### src/rtl/alu_req_arbiter.sv
`default_nettype none
// ============================================================================
// Module      : alu_req_arbiter
// Description : Shares one external combinational ALU (addu/subu/AND/sll)
//               between two requesters. Round-robin grant, registered ALU
//               operands held for a settle window before result capture, and
//               valid/ready handshakes on the request and response sides.
//               Illegal Funct codes are answered with an error response and
//               never presented to the ALU.
// Ports       : clk, rst            clock, synchronous active-high reset
//               req_valid/req_ready per-requester request handshake
//               req_src1/src2/shamt/funct  packed {r1,r0} operands
//               rsp_valid/rsp_ready per-requester response handshake
//               rsp_result/rsp_err  response payload for the current owner
//               alu_src1/src2/shamt/funct  registered operands to the ALU
//               alu_result          combinational result from the ALU
//               busy                high whenever the FSM is not idle
// Revision    : 1.0  initial release
// ============================================================================
module alu_req_arbiter #(
    parameter int DATA_W     = 32,
    parameter int SETTLE_CYC = 1
) (
    input  logic                clk,
    input  logic                rst,
    input  logic [1:0]          req_valid,
    output logic [1:0]          req_ready,
    input  logic [2*DATA_W-1:0] req_src1,
    input  logic [2*DATA_W-1:0] req_src2,
    input  logic [9:0]          req_shamt,
    input  logic [11:0]         req_funct,
    output logic [1:0]          rsp_valid,
    input  logic [1:0]          rsp_ready,
    output logic [DATA_W-1:0]   rsp_result,
    output logic                rsp_err,
    output logic [DATA_W-1:0]   alu_src1,
    output logic [DATA_W-1:0]   alu_src2,
    output logic [4:0]          alu_shamt,
    output logic [5:0]          alu_funct,
    input  logic [DATA_W-1:0]   alu_result,
    output logic                busy
);

    localparam logic [1:0] S_IDLE = 2'd0;
    localparam logic [1:0] S_EXEC = 2'd1;
    localparam logic [1:0] S_RESP = 2'd2;

    localparam logic [5:0] C_F_ADDU = 6'b001001;
    localparam logic [5:0] C_F_SUBU = 6'b001010;
    localparam logic [5:0] C_F_AND  = 6'b010001;
    localparam logic [5:0] C_F_SLL  = 6'b100001;

    localparam int              CNT_W      = (SETTLE_CYC > 1) ? $clog2(SETTLE_CYC) : 1;
    localparam logic [CNT_W-1:0] C_CNT_LOAD = CNT_W'(SETTLE_CYC - 1);

    logic [1:0]        r_state;
    logic [CNT_W-1:0]  r_cnt;
    logic              r_owner;
    logic              r_last;      // requester served most recently
    logic [DATA_W-1:0] r_rsp_result;
    logic              r_rsp_err;
    logic [DATA_W-1:0] r_alu_src1;
    logic [DATA_W-1:0] r_alu_src2;
    logic [4:0]        r_alu_shamt;
    logic [5:0]        r_alu_funct;

    logic [1:0]        w_grant;
    logic              w_gidx;
    logic [5:0]        w_sel_funct;
    logic              w_sel_legal;
    logic              w_accept;
    logic              w_rsp_take;

    // Grant: single requester wins outright; on contention the one not
    // served last wins. Reset sets r_last=1 so requester 0 is preferred.
    always_comb begin
        w_grant = 2'b00;
        case (req_valid)
            2'b01:   w_grant = 2'b01;
            2'b10:   w_grant = 2'b10;
            2'b11:   w_grant = r_last ? 2'b01 : 2'b10;
            default: w_grant = 2'b00;
        endcase
    end

    assign w_gidx      = w_grant[1];
    assign w_sel_funct = w_gidx ? req_funct[11:6] : req_funct[5:0];

    always_comb begin
        w_sel_legal = 1'b0;
        case (w_sel_funct)
            C_F_ADDU, C_F_SUBU, C_F_AND, C_F_SLL: w_sel_legal = 1'b1;
            default:                              w_sel_legal = 1'b0;
        endcase
    end

    assign w_accept   = (r_state == S_IDLE) && (w_grant != 2'b00);
    assign w_rsp_take = (r_state == S_RESP) && rsp_ready[r_owner];

    assign req_ready  = (r_state == S_IDLE) ? w_grant : 2'b00;
    assign rsp_valid  = (r_state == S_RESP) ? (r_owner ? 2'b10 : 2'b01) : 2'b00;
    assign rsp_result = r_rsp_result;
    assign rsp_err    = r_rsp_err;
    assign alu_src1   = r_alu_src1;
    assign alu_src2   = r_alu_src2;
    assign alu_shamt  = r_alu_shamt;
    assign alu_funct  = r_alu_funct;
    assign busy       = (r_state != S_IDLE);

    always_ff @(posedge clk) begin
        if (rst) begin
            r_state      <= S_IDLE;
            r_cnt        <= '0;
            r_owner      <= 1'b0;
            r_last       <= 1'b1;
            r_rsp_result <= '0;
            r_rsp_err    <= 1'b0;
            r_alu_src1   <= '0;
            r_alu_src2   <= '0;
            r_alu_shamt  <= '0;
            r_alu_funct  <= C_F_ADDU;
        end else begin
            case (r_state)
                S_IDLE: begin
                    if (w_accept) begin
                        r_owner <= w_gidx;
                        if (w_sel_legal) begin
                            r_alu_src1  <= w_gidx ? req_src1[2*DATA_W-1:DATA_W] : req_src1[DATA_W-1:0];
                            r_alu_src2  <= w_gidx ? req_src2[2*DATA_W-1:DATA_W] : req_src2[DATA_W-1:0];
                            r_alu_shamt <= w_gidx ? req_shamt[9:5] : req_shamt[4:0];
                            r_alu_funct <= w_sel_funct;
                            r_cnt       <= C_CNT_LOAD;
                            r_state     <= S_EXEC;
                        end else begin
                            // Illegal op bypasses the ALU; alu_* keep their old values.
                            r_rsp_result <= '0;
                            r_rsp_err    <= 1'b1;
                            r_state      <= S_RESP;
                        end
                    end
                end
                S_EXEC: begin
                    if (r_cnt != '0) begin
                        r_cnt <= r_cnt - CNT_W'(1);
                    end else begin
                        r_rsp_result <= alu_result;
                        r_rsp_err    <= 1'b0;
                        r_state      <= S_RESP;
                    end
                end
                S_RESP: begin
                    if (w_rsp_take) begin
                        r_last  <= r_owner;
                        r_state <= S_IDLE;
                    end
                end
                default: r_state <= S_IDLE;
            endcase
        end
    end

endmodule
`default_nettype wire

### config.mk
export PLATFORM = sky130hd
export DESIGN_NAME = alu_req_arbiter
export DESIGN_NICKNAME = d
export VERILOG_FILES = /design/src/rtl/alu_req_arbiter.sv
export SDC_FILE = /design/constraint.sdc
export NUM_CORES = 1
export LEC_CHECK = 0
export CELL_PAD_IN_SITES_DETAIL_PLACEMENT = 1
export CELL_PAD_IN_SITES_GLOBAL_PLACEMENT = 2
export CORE_ASPECT_RATIO = 1.4
export CORE_MARGIN = 10
export CORE_UTILIZATION = 22
export DETAILED_ROUTE_END_ITERATION = 10
export GPL_ROUTABILITY_DRIVEN = 0
export PLACE_DENSITY = 0.78
export REMOVE_ABC_BUFFERS = 1
export SLEW_MARGIN = 20
export SYNTH_ARGS = -nofsm -noshare
export SYNTH_HDL_FRONTEND = slang
export SYNTH_SLANG_ARGS = --single-unit
### constraint.sdc
create_clock -name clk -period 2.4 [get_ports clk]
set_clock_uncertainty 0.2 [all_clocks]
set_input_delay 0.36 -clock clk [delete_from_list [all_inputs] [get_ports clk]]
set_output_delay 0.36 -clock clk [all_outputs]
set_load 0.005 [all_outputs]
==> results of run 1 <==
-- sequential cells by signal (all words and copies together) (netlist names) --
signal / cells
r_state: 2
alu_shamt: 5
alu_src1: 32
r_last: 1
alu_funct: 6
alu_src2: 32
rsp_err: 1
r_owner: 1
rsp_result: 32
-- worst reg2reg max path: cells and delay by family, from the launching register on --
family | cells | cell delay (ns)
buffers and inverters | 3 | 0.48
AOI/OAI and AO/OA | 3 | 0.41
DFF | 1 | 0.40
muxes | 1 | 0.38
-- where the power goes --
| part | total, W | internal, W | switching (W) |
|---|---|---|---|
| Sequential | 0.00192 | 0.00190 | 0.0000226 |
| Clock | 0.00149 | 0.000760 | 0.000733 |
| Combinational | 0.000916 | 0.000576 | 0.000340 |
| Total | 0.00433 | 0.00323 | 0.00110 |
-- cell usage after synthesis, types with 2 or more instances --
cell	instances	area [sq um]
sky130_fd_sc_hd__a21oi_1	6	30.03
sky130_fd_sc_hd__a22o_1	33	289.0
sky130_fd_sc_hd__and2_1	2	12.51
sky130_fd_sc_hd__buf_2	11	55.05
sky130_fd_sc_hd__buf_6	5	56.30
sky130_fd_sc_hd__clkbuf_1	24	90.09
sky130_fd_sc_hd__dfxtp_1	112	2242
sky130_fd_sc_hd__inv_1	3	11.26
sky130_fd_sc_hd__mux2_2	32	360.4
sky130_fd_sc_hd__mux2_4	40	600.6
sky130_fd_sc_hd__mux2i_1	75	750.7
sky130_fd_sc_hd__nor2_1	82	307.8
sky130_fd_sc_hd__nor2b_1	77	481.7
sky130_fd_sc_hd__nor3b_1	2	15.01
sky130_fd_sc_hd__nor4b_1	2	17.52
sky130_fd_sc_hd__o21a_1	2	15.01
sky130_fd_sc_hd__o21bai_1	2	15.01
sky130_fd_sc_hd__xnor2_1	2	17.52
-- through the flow --
step | hold slack (ns) | utilization | instances
after floorplan | 0.2291 | - | 487
after detailed placement | 0.2647 | 0.3674 | 1133
after global placement | 0.2454 | 0.3674 | 1133
final | 0.05075 | 0.3821 | 1151
after CTS | 0.02643 | 0.3788 | 1148
after global routing | 0.04914 | 0.3821 | 1151
-- kinds of logic after synthesis --
kind of cell | count (synthesis)
AND/OR/NAND/NOR | 173
flip-flops | 112
buffers and inverters | 43
XOR/XNOR | 3
multiplexers | 147
AO/OA/AOI/OAI | 49
-- path summary, 6_finish.rpt --
check / start / endpoint / slack [ns] / depth (start not counted)
setup / recovery: req_funct[6] / alu_src1[18] / 0.08 / 8
setup reg to reg: r_last / alu_src1[18] / 0.41 / 7
hold / removal: rst / r_state[1] / 0.05 / 2
hold reg to reg: rsp_err / rsp_err / 0.28 / 2
-- layer usage --
metal  share of wire  up-vias
li1                -     2423
met1            0.38     2300
met2            0.55      140
met3           0.052       22
met4           0.023        0
met5               0        -
-- area by class of cell --
| type | count | area, sq um |
|---|---|---|
| Fill cell | 2766 | 15190 |
| Clock inverter | 4 | 28.78 |
| Clock buffer | 11 | 252.7 |
| Inverter | 3 | 11.26 |
| Sequential cell | 112 | 2242 |
| Timing Repair Buffer | 334 | 3392 |
| Tap cell | 315 | 394.1 |
| Multi-Input combinational cell | 372 | 3074 |
-- repair_timing --
item	in CTS	in global routing
setup endpoints to repair	12	49
pin swaps	0	1
gates resized for setup	4	10
buffers inserted	0	1
gates cloned	0	2
==> run summary, run 1 <==
The number of global-route vias before repair was between 5,000 and 6,000. The number of buffers inserted by port buffering is 300. The portion of the post-synthesis area used by sequential elements is 0.4087.

The floorplan die height is approximately 210 um. Setup repair after global routing could not meet its margin everywhere. The number of DRC violations after detailed routing came out at 0. The fraction of the mapped netlist area in compound gates came out at 0.07343. The static leakage came out at a little under 4 nW. The average wire length per cell after detail routing is 18.76 um. For this run, the leading register cell type out of synthesis is sky130_fd_sc_hd__dfxtp_1. The area share of xor/xnor cells in the synthesized design came out at 0.004789. The total vias in the final route came out at ~4,900.

The setup violation total in the final timing report came out at 0. On the worst path, the slowest cell contributes a delay of between 0.4 and 0.5 ns. The clock latency on the worst-skew pair came out at ~0.36 ns. The clock transition at the registers of the reported paths is ~0.070 ns. The first global-routing pass estimated ~31,000 um of wire. The clock buffer count from CTS is 9.

The cell count after synthesis came out at between 500 and 600. The number of warning messages in the yosys log came out at 0. OpenSTA, run right after detailed placement, puts the worst setup slack at -0.4206 ns. The average cell area after synthesis is 10.41 sq um. The cell row count came out at just under 70.

The total clock sinks is ~110. The async set-or-reset flop fraction in the synthesized netlist is 0. The number of buffer and inverter stages on the critical path came out at 3. The final instance area came out at about 0.0094 sq mm. From synthesis to final layout, the design area changed by 71.24%. The number of antenna violations at the first check in global routing was 0. The flow ran to the end, and the final reports show no timing, DRC or antenna violations.

At the worst endpoint, the required time is around 2.5 ns. After synthesis, the share of cell area in mux cells is 0.3120. The global-route total usage across every layer is 0.1266.

The peak-usage layer in the global routing report is met2. The setup path with the least slack is of type primary input to register. The max-slew headroom at the worst pin is 0.5315.

The count of flip-flops with a built-in enable after synthesis came out at 0. The number of register bits inferred by synthesis is approximately 110. The repair_antennas step left the layout with diodes totalling 0. The fmax is 431.5 MHz. The floorplan step defined a die boundary enclosing 0.03174 sq mm. The number of top-level pins came out at 301. The total area inside the core boundary comes to around 0.025 sq mm. The instance area at placement is around 0.009 sq mm.

The number of optimization iterations in the first detailed-route pass came out at 4. For the worst setup path, the data arrival time is 2.37 ns. The top cell types in the final layout, fill and taps aside, are sky130_fd_sc_hd__clkdlybuf4s50_1 (295), sky130_fd_sc_hd__dfxtp_1 (112), sky130_fd_sc_hd__nor2_1 (81).

The maximum number of pins on one net before global-route repair came out at 150. Among the stages of the critical path, the cell type that occurs most often is sky130_fd_sc_hd__buf_12. The shortest clock period the worst path allows after layout came out at 2.318 ns. The period utilization came out at 0.9657. Along the worst path, the maximum fanout reaches 26.

The number of distinct library cell variants in the gate-level netlist after synthesis is 33. By area, the combinational part of the netlist is dominated by multiplexers. The die width came out at around 150 um. The signal on the critical path passes through clkdlybuf4s50_1, nor3b_1, a22o_1, o21a_1, o221ai_4, buf_12, buf_12, mux2_2. The max-capacitance violation count is 0. The worst voltage drop across the vdd grid came out at between 0.0003 and 0.0004 V. The buffer levels on the longest clock path came out at 2. Detailed placement ended at an HPWL of approximately 17,000 um. The aggregate routed wire length is ~22,000 um. The netlist area before placement came out at ~0.0055 sq mm. The sum of negative setup slack is 0 ns. Leaving out fill and tap cells, the most frequent cell in the layout is sky130_fd_sc_hd__clkdlybuf4s50_1.

At the pin with the least slew margin, the transition time is about 0.70 ns. The remaining number of nets flagged by the antenna check after routing is 0. The cell at the slowest stage of the critical path is sky130_fd_sc_hd__clkdlybuf4s50_1. The violation count after the first detailed-routing iteration came out at between 100 and 150. The number of hold-slack violations in the final timing report is 0. Of the total synthesized cell area, the portion taken by full adders, half adders and majority gates is 0. The final layout net count is ~1,000. Broken down by cell family, the worst path's largest delay share belongs to buffers and inverters. The total power consumption of the routed design is about 0.0043 W.

In the global route stage, met3 resource usage came out at 0.03130. The count of final max-slew check failures is 0. The worst hold path belongs to the class primary input to register. The tree is rooted in a sky130_fd_sc_hd__clkbuf_16. The nature of the critical path startpoint is a primary input. The total grt overflow is 0. For this run, global-route usage on met2 was measured as 0.2364.

TritonCTS built the clock tree. Across all setup checks in the final design, the least slack found is around 0.08 ns. Power spread over the standard cell area amounts to roughly 460 mW/mm^2. Of the cells placed in the final design, the portion with a size suffix greater than 1 is 0.1555.

The initial cell density of the core came out at 0.2231. Of the total synthesized cell area, the portion taken by AND, OR, NAND and NOR gates is 0.1624. The maximum level of the CTS H-tree is 3. After detailed routing, the number of vias per cell comes to roughly 4.2. The number of buffers inserted by hold repair at cts is 0. The met1 track utilization from global routing is 0.1316. STA classifies the critical path endpoint as a register.
(Power assumes the default switching activity.)
==> run 2, diff against run 1 <==
--- a/config.mk
+++ b/config.mk
@@ -5,6 +5,7 @@
 export SDC_FILE = /design/constraint.sdc
 export NUM_CORES = 1
 export LEC_CHECK = 0
+export CAP_MARGIN = 30
 export CELL_PAD_IN_SITES_DETAIL_PLACEMENT = 1
 export CELL_PAD_IN_SITES_GLOBAL_PLACEMENT = 2
 export CORE_ASPECT_RATIO = 1.4
@@ -12,9 +13,9 @@
 export CORE_UTILIZATION = 22
 export DETAILED_ROUTE_END_ITERATION = 10
 export GPL_ROUTABILITY_DRIVEN = 0
+export HOLD_SLACK_MARGIN = 0.03
 export PLACE_DENSITY = 0.78
 export REMOVE_ABC_BUFFERS = 1
-export SLEW_MARGIN = 20
 export SYNTH_ARGS = -nofsm -noshare
 export SYNTH_HDL_FRONTEND = slang
 export SYNTH_SLANG_ARGS = --single-unit
==> run summary, run 2 (synthesis gave the netlist of run 1 again) <==
The number of placed cells counting well taps is 1,133 (unchanged). The class of the tightest hold or removal check is register to register. The max-slew headroom at the worst pin was 0.5230 (-0.008439). The worst reg-to-reg path cell count is 7 (unchanged).

The global-route wire length before repair came out at 31,420 um (about the same). The number of cells on the worst hold path is 2 (unchanged). The largest stage delay on the critical path is 0.45 ns (about the same).

The aggregate routed wire length came out at 21,590 um (about the same). The floorplan die height was 206.9 um (unchanged). The average wire length per cell after detail routing came out at 18.74 um (about the same). The signed area change from the synthesized netlist to the final layout is 71.43%. The max-capacitance violation count came out at 0 (unchanged).

The largest individual stage delay along the critical path comes from the cell sky130_fd_sc_hd__clkdlybuf4s50_1. The nature of the critical path startpoint is a primary input. The wire length on met1 is 8199 um (about the same). The top cell types in the final layout, fill and taps aside, are sky130_fd_sc_hd__clkdlybuf4s50_1 (295), sky130_fd_sc_hd__dfxtp_1 (112), sky130_fd_sc_hd__nor2_1 (81).

The total length of routed met3 wires came out at 1113 um (-0.36%). The clock latency on the worst-skew pair came out at 0.36 ns (about the same). The cell row count is 68 (unchanged). The maximum number of pins on one net before global-route repair was 150 (unchanged). The global-route total usage across every layer was 0.1267 (about the same). The violation count after the first detailed-routing iteration is 139 (+10%).

The layout cell share with drive strength beyond 1 is 0.1553 (-0.0001858). The number of buffers inserted by port buffering is 300 (unchanged). The HPWL reported at the end of detailed placement came out at 16,900 um (unchanged).

The endpoint required time on the critical path came out at 2.45 ns (about the same). The critical path goes through clkdlybuf4s50_1, nor3b_1, a22o_1, o21a_1, o221ai_4, buf_12, buf_12, mux2_2. The power density over the cells is 460.2 mW/mm^2 (about the same). The remaining number of nets flagged by the antenna check after routing came to 0 (unchanged).

The final instance area was 0.009405 sq mm (+0.11%). The number of cells in the finished layout apart from fillers came out at 1,152 (+0.087%). The buffer levels on the longest clock path is 2 (unchanged). The arrival time at the worst endpoint is 2.37 ns (about the same).

The total clock sinks came to 112 (unchanged). The count of inserted antenna diode cells came to 0 (unchanged). The filler cell count in the final layout came out at 2,766 (unchanged). The root buffer cell chosen for the clock tree is sky130_fd_sc_hd__clkbuf_16.

The via density per instance is 4.253 (+0.20%). The number of DRC violations after detailed routing came out at 0 (unchanged). The worst hold slack across all endpoints was 0.2816 ns (+0.2309 ns). The number of global-route vias before repair came out at 5,201 (+0.12%). The clock transition at the registers of the reported paths is 0.07 ns (about the same). The number of hold-slack violations in the final timing report is 0 (unchanged). The fmax came out at 431.5 MHz (about the same). The total vias in the final route came to 4,899 (+0.29%).

The number of top-level pins came out at 301 (unchanged). The area of the die is 0.03174 sq mm (unchanged). Counting stages on the worst path, the most repeated cell is sky130_fd_sc_hd__buf_12. The endpoint type of the worst setup path is a register.

The detailed router used layers up to and including met4. The total grt overflow came out at 0 (unchanged). Leaving out fill and tap cells, the most frequent cell in the layout is sky130_fd_sc_hd__clkdlybuf4s50_1. The period utilization is 0.9657 (about the same).

The worst voltage drop across the vdd grid is 0.0003154 V (about the same). The shortest clock period the worst path allows after layout was 2.318 ns (-0.00001460 ns). The worst setup path category is primary input to register. The total power consumption of the routed design was 0.004329 W (about the same). The count of final max-slew check failures is 0 (unchanged). The static leakage was 3.845 nW (+0.11%). The area inside the core boundary came out at 0.02459 sq mm (unchanged).

The number of optimization iterations in the first detailed-route pass is 4 (unchanged). The clock buffer count from CTS came to 9 (unchanged). The instance area at placement came out at 0.009034 sq mm (unchanged). The die width came out at 153.5 um (unchanged).

The setup violation total in the final timing report is 0 (unchanged). The final layout net count is 1,021 (+0.098%). The sum of met2 wire segment lengths after detailed routing came out at 11,770 um (about the same). The largest driver fanout on the critical path came to 26 (unchanged). The clock tree from TritonCTS is done. The slew at the pin with the worst max-slew slack is 0.7154 ns (+0.01266 ns).

The maximum level of the CTS H-tree is 3 (unchanged). The flow ran to the end, and the final reports show no timing, DRC or antenna violations. The initial cell density of the core is 0.2231 (unchanged). Setup repair after global routing could not meet its margin everywhere. The number of antenna violations at the first check in global routing came out at 0 (unchanged).
-- run 2: changes by cell type in the layout (fill, tap and decap cells not counted), sizes merged --
cell / delta
dlygate4sd3: +1
-- run 2: worst max-delay path, delay by kind of cell --
family | cells | cell delay [ns]
multiplexers | 1 | 0.35
AND/OR/NAND/NOR | 1 | 0.16
AO/OA/AOI/OAI | 3 | 0.66
buffers and inverters | 3 | 0.79
-- run 2: per-layer routing --
layer  vias up  global-route usage
met5         -                   0
met4         0             0.05612
met3        22             0.03130
met2       138              0.2364
met1      2313              0.1317
li1       2426                   -
-- run 2: area by class of cell --
type / count / area, sq um / share of cell area
Inverter: 3 / 11.26 / 0.001197
Clock inverter: 4 / 28.78 / 0.003060
Clock buffer: 11 / 252.7 / 0.02687
Tap cell: 315 / 394.1 / 0.04191
Multi-Input combinational cell: 372 / 3074 / 0.3269
Timing Repair Buffer: 335 / 3402 / 0.3617
Sequential cell: 112 / 2242 / 0.2384
-- run 2: where the power goes --
part	switching [W]	leakage (nW)	internal, W
clock	0.000733	0.134	0.000760
sequential	0.0000226	0.905	0.00190
combinational	0.000341	2.81	0.000577
-- run 2: path summary, 6_finish.rpt --
check / start / to / slack, ns
hold reg to reg: rsp_err / rsp_err / 0.28
setup / recovery: req_funct[6] / alu_src1[18] / 0.08
setup reg to reg: r_last / alu_src1[18] / 0.41
hold / removal: rsp_err / rsp_err / 0.28
-- run 2: timing repair --
action                                  in CTS  in global routing
pin swaps                                    0                  1
gates cloned                                 0                  2
hold buffers                                 1                  0
hold endpoints to repair                     1                  0
setup buffers                                0                  1
endpoints found under the setup margin      12                 49
resized for setup                            4                 10
-- run 2: per-stage QoR --
stage	setup slack (ns)	util	setup TNS [ns]
2_1_floorplan	-4.823	-	-450.86
3_3_place_gp	-0.3767	0.3674	-23.38
3_5_place_dp	-0.4206	0.3674	-26.57
4_1_cts	-0.007381	0.3792	-0.03911
5_1_grt	-0.009248	0.3825	-0.01542
6_report	0.08227	0.3825	0
==> run 3, diff against run 2 <==
--- a/config.mk
+++ b/config.mk
@@ -16,6 +16,7 @@
 export HOLD_SLACK_MARGIN = 0.03
 export PLACE_DENSITY = 0.78
 export REMOVE_ABC_BUFFERS = 1
+export SKIP_LAST_GASP = 1
 export SYNTH_ARGS = -nofsm -noshare
 export SYNTH_HDL_FRONTEND = slang
 export SYNTH_SLANG_ARGS = --single-unit
==> run summary, run 3 (synthesis gave the netlist of run 1 again) <==
The floorplan die height came out at 206.9 um (unchanged). The remaining number of nets flagged by the antenna check after routing is 0 (unchanged). The number of hold-slack violations in the final timing report came out at 0 (unchanged). The max-capacitance violation count was 0 (unchanged).

The number of buffers inserted by port buffering was 300 (unchanged). The area of the die came out at 0.03174 sq mm (unchanged). The root buffer cell chosen for the clock tree is sky130_fd_sc_hd__clkbuf_16.

The global-route wire length before repair is 31,420 um (unchanged). The die width is 153.5 um (unchanged). The arrival time at the worst endpoint came out at 2.40 ns (+0.03 ns). The number of global-route vias before repair came out at 5,201 (unchanged). The net load switching power came out at 0.001098 W (+0.10%). The average wire length per cell after detail routing came out at 18.75 um (about the same).

The clock tree from TritonCTS is done. The aggregate routed wire length is 21,600 um (about the same). The number of DRC violations after detailed routing came out at 0 (unchanged). The total grt overflow came to 0 (unchanged).

The initial cell density of the core is 0.2231 (unchanged). The sum of negative setup slack came out at 0 ns (unchanged). The number of antenna violations at the first check in global routing came to 0 (unchanged).

The setup violation total in the final timing report came to 0 (unchanged). The cell-internal power is 0.003233 W (about the same). The clock buffer count from CTS came to 9 (unchanged). The min-delay analysis places its worst path in the category register to register. The clock network fraction of total power came out at 0.345 (about the same). The maximum number of pins on one net before global-route repair came to 150 (unchanged). The area taken by flip-flops and latches is 0.002242 sq mm (unchanged).

The via density per instance is 4.254 (about the same). The HPWL reported at the end of detailed placement came out at 16,900 um (unchanged). The final layout net count was 1,021 (unchanged). The end-of-flow core utilization is 0.3826 (about the same). The worst reg-to-reg path cell count is 7 (unchanged). The number of top-level pins is 301 (unchanged).

The flow ran to the end, and the final reports show no timing, DRC or antenna violations. The proportion of power drawn by flip-flops and latches came out at 0.443 (about the same). The number of optimization iterations in the first detailed-route pass came out at 4 (unchanged). The total power consumption of the routed design is 0.004331 W (about the same).

The endpoint required time on the critical path is 2.45 ns (about the same). The largest driver fanout on the critical path is 24 (-7.7%). The maximum level of the CTS H-tree is 3 (unchanged).

Setup repair after global routing could not meet its margin everywhere. The period utilization was 0.9774 (+0.01164). The signed area change from the synthesized netlist to the final layout came out at 71.47% (about the same). The filler cell count in the final layout is 2,764 (-0.072%). The worst voltage drop across the vdd grid came to 0.0003154 V (about the same).

The worst setup timing slack at the placement stage is -0.4206 ns (unchanged). The clock latency on the worst-skew pair was 0.36 ns (about the same). The number of cells on the worst hold path is 2 (unchanged). Leaving out fill and tap cells, the most frequent cells in the layout are sky130_fd_sc_hd__clkdlybuf4s50_1 (297), sky130_fd_sc_hd__dfxtp_1 (112), sky130_fd_sc_hd__nor2_1 (81). The count of inserted antenna diode cells is 0 (unchanged).

The slew at the pin with the worst max-slew slack came out at 0.7154 ns (+0.000008166 ns). The power density over the cells is 460.4 mW/mm^2 (about the same). The buffer levels on the longest clock path is 2 (unchanged).

The worst hold slack across all endpoints is 0.2816 ns (unchanged). The total area of multi-input combinational cells came out at 0.003074 sq mm (unchanged). The total vias in the final route is 4,901 (+0.041%).

STA classifies the critical path startpoint as a primary input. STA classifies the critical path endpoint as a register. The power share of the combinational group came to 0.212 (about the same).

The max-slew headroom at the worst pin came out at 0.5230 (about the same). The worst path setup slack after routing is 0.05434 ns (-0.02794 ns). The share of total power consumed by net switching came out at 0.2534 (about the same).

The layout cell share with drive strength beyond 1 came out at 0.1553 (unchanged). The library cell used most frequently in the layout, excluding fill and tap cells, is sky130_fd_sc_hd__clkdlybuf4s50_1. The cell row count was 68 (unchanged).

The count of final max-slew check failures was 0 (unchanged). The violation count after the first detailed-routing iteration came out at 140 (+0.72%). The total clock sinks is 112 (unchanged).

The static leakage is 3.842 nW (about the same). The clock transition at the registers of the reported paths came out at 0.07 ns (about the same). The global-route total usage across every layer came out at 0.1267 (unchanged).

By startpoint and endpoint, the worst setup path is classified as primary input to register. The fmax is 426.3 MHz (-1.2%). The area inside the core boundary is 0.02459 sq mm (unchanged). The shortest clock period the worst path allows after layout was 2.346 ns (+0.02794 ns).
-- run 3: changes by cell type in the layout (fill, tap and decap cells not counted), sizes merged --
cell	delta
clkdlybuf4s50	+2
dlygate4sd2	-2
-- run 3: final cells by class --
type,instances,area share
timing repair buffer,335,0.3619
multi-input combinational,372,0.3268
sequential,112,0.2383
tap,315,0.04189
clock buffer,11,0.02687
clock inverter,4,0.003059
inverter,3,0.001197
-- run 3: through the flow --
step	std cells	area, sq um
global route	1152	9408
CTS	1149	9328
detailed placement	1133	9034
floorplan	487	5285
finish	1152	9408
global placement	1133	9034
-- run 3: power groups by stage --
stage,Clock [W],Combinational [W],Sequential [W]
finish,0.00149,0.000920,0.00192
global route,0.00162,0.000997,0.00192
CTS,0.00157,0.000928,0.00192
detailed placement,0,0.000922,0.00196
global placement,0,0.000916,0.00196
floorplan,0,0.000343,0.00196
-- run 3: worst paths after layout --
kind,start,endpoint,slack (ns)
setup / recovery,req_funct[9],alu_src2[17],0.05
hold / removal,rsp_err,rsp_err,0.28
setup reg to reg,r_last,alu_src1[18],0.41
hold reg to reg,rsp_err,rsp_err,0.28
-- run 3: metal layers --
metal | track usage | vias to the layer above | share of wire
li1 | - | 2425 | -
met1 | 0.1317 | 2316 | 0.38
met2 | 0.2364 | 138 | 0.54
met3 | 0.03130 | 22 | 0.052
met4 | 0.05612 | 0 | 0.023
met5 | 0 | - | 0
-- run 3: what timing repair did --
action / 4_1_cts / 5_1_grt
pin swaps: 0 / 1
hold endpoints to repair: 1 / 0
buffers inserted: 0 / 1
hold buffers: 1 / 0
gates resized for setup: 2 / 10
setup endpoints to repair: 12 / 49
cloned: 0 / 2
-- run 3: critical path: stages --
cell                              delay, ns
sky130_fd_sc_hd__clkdlybuf4s50_1       0.54
sky130_fd_sc_hd__nor4bb_1              0.32
sky130_fd_sc_hd__a22o_1                0.20
sky130_fd_sc_hd__o21a_1                0.19
sky130_fd_sc_hd__o221ai_4              0.13
sky130_fd_sc_hd__buf_12                0.16
sky130_fd_sc_hd__buf_12                0.18
sky130_fd_sc_hd__mux2_4                0.31
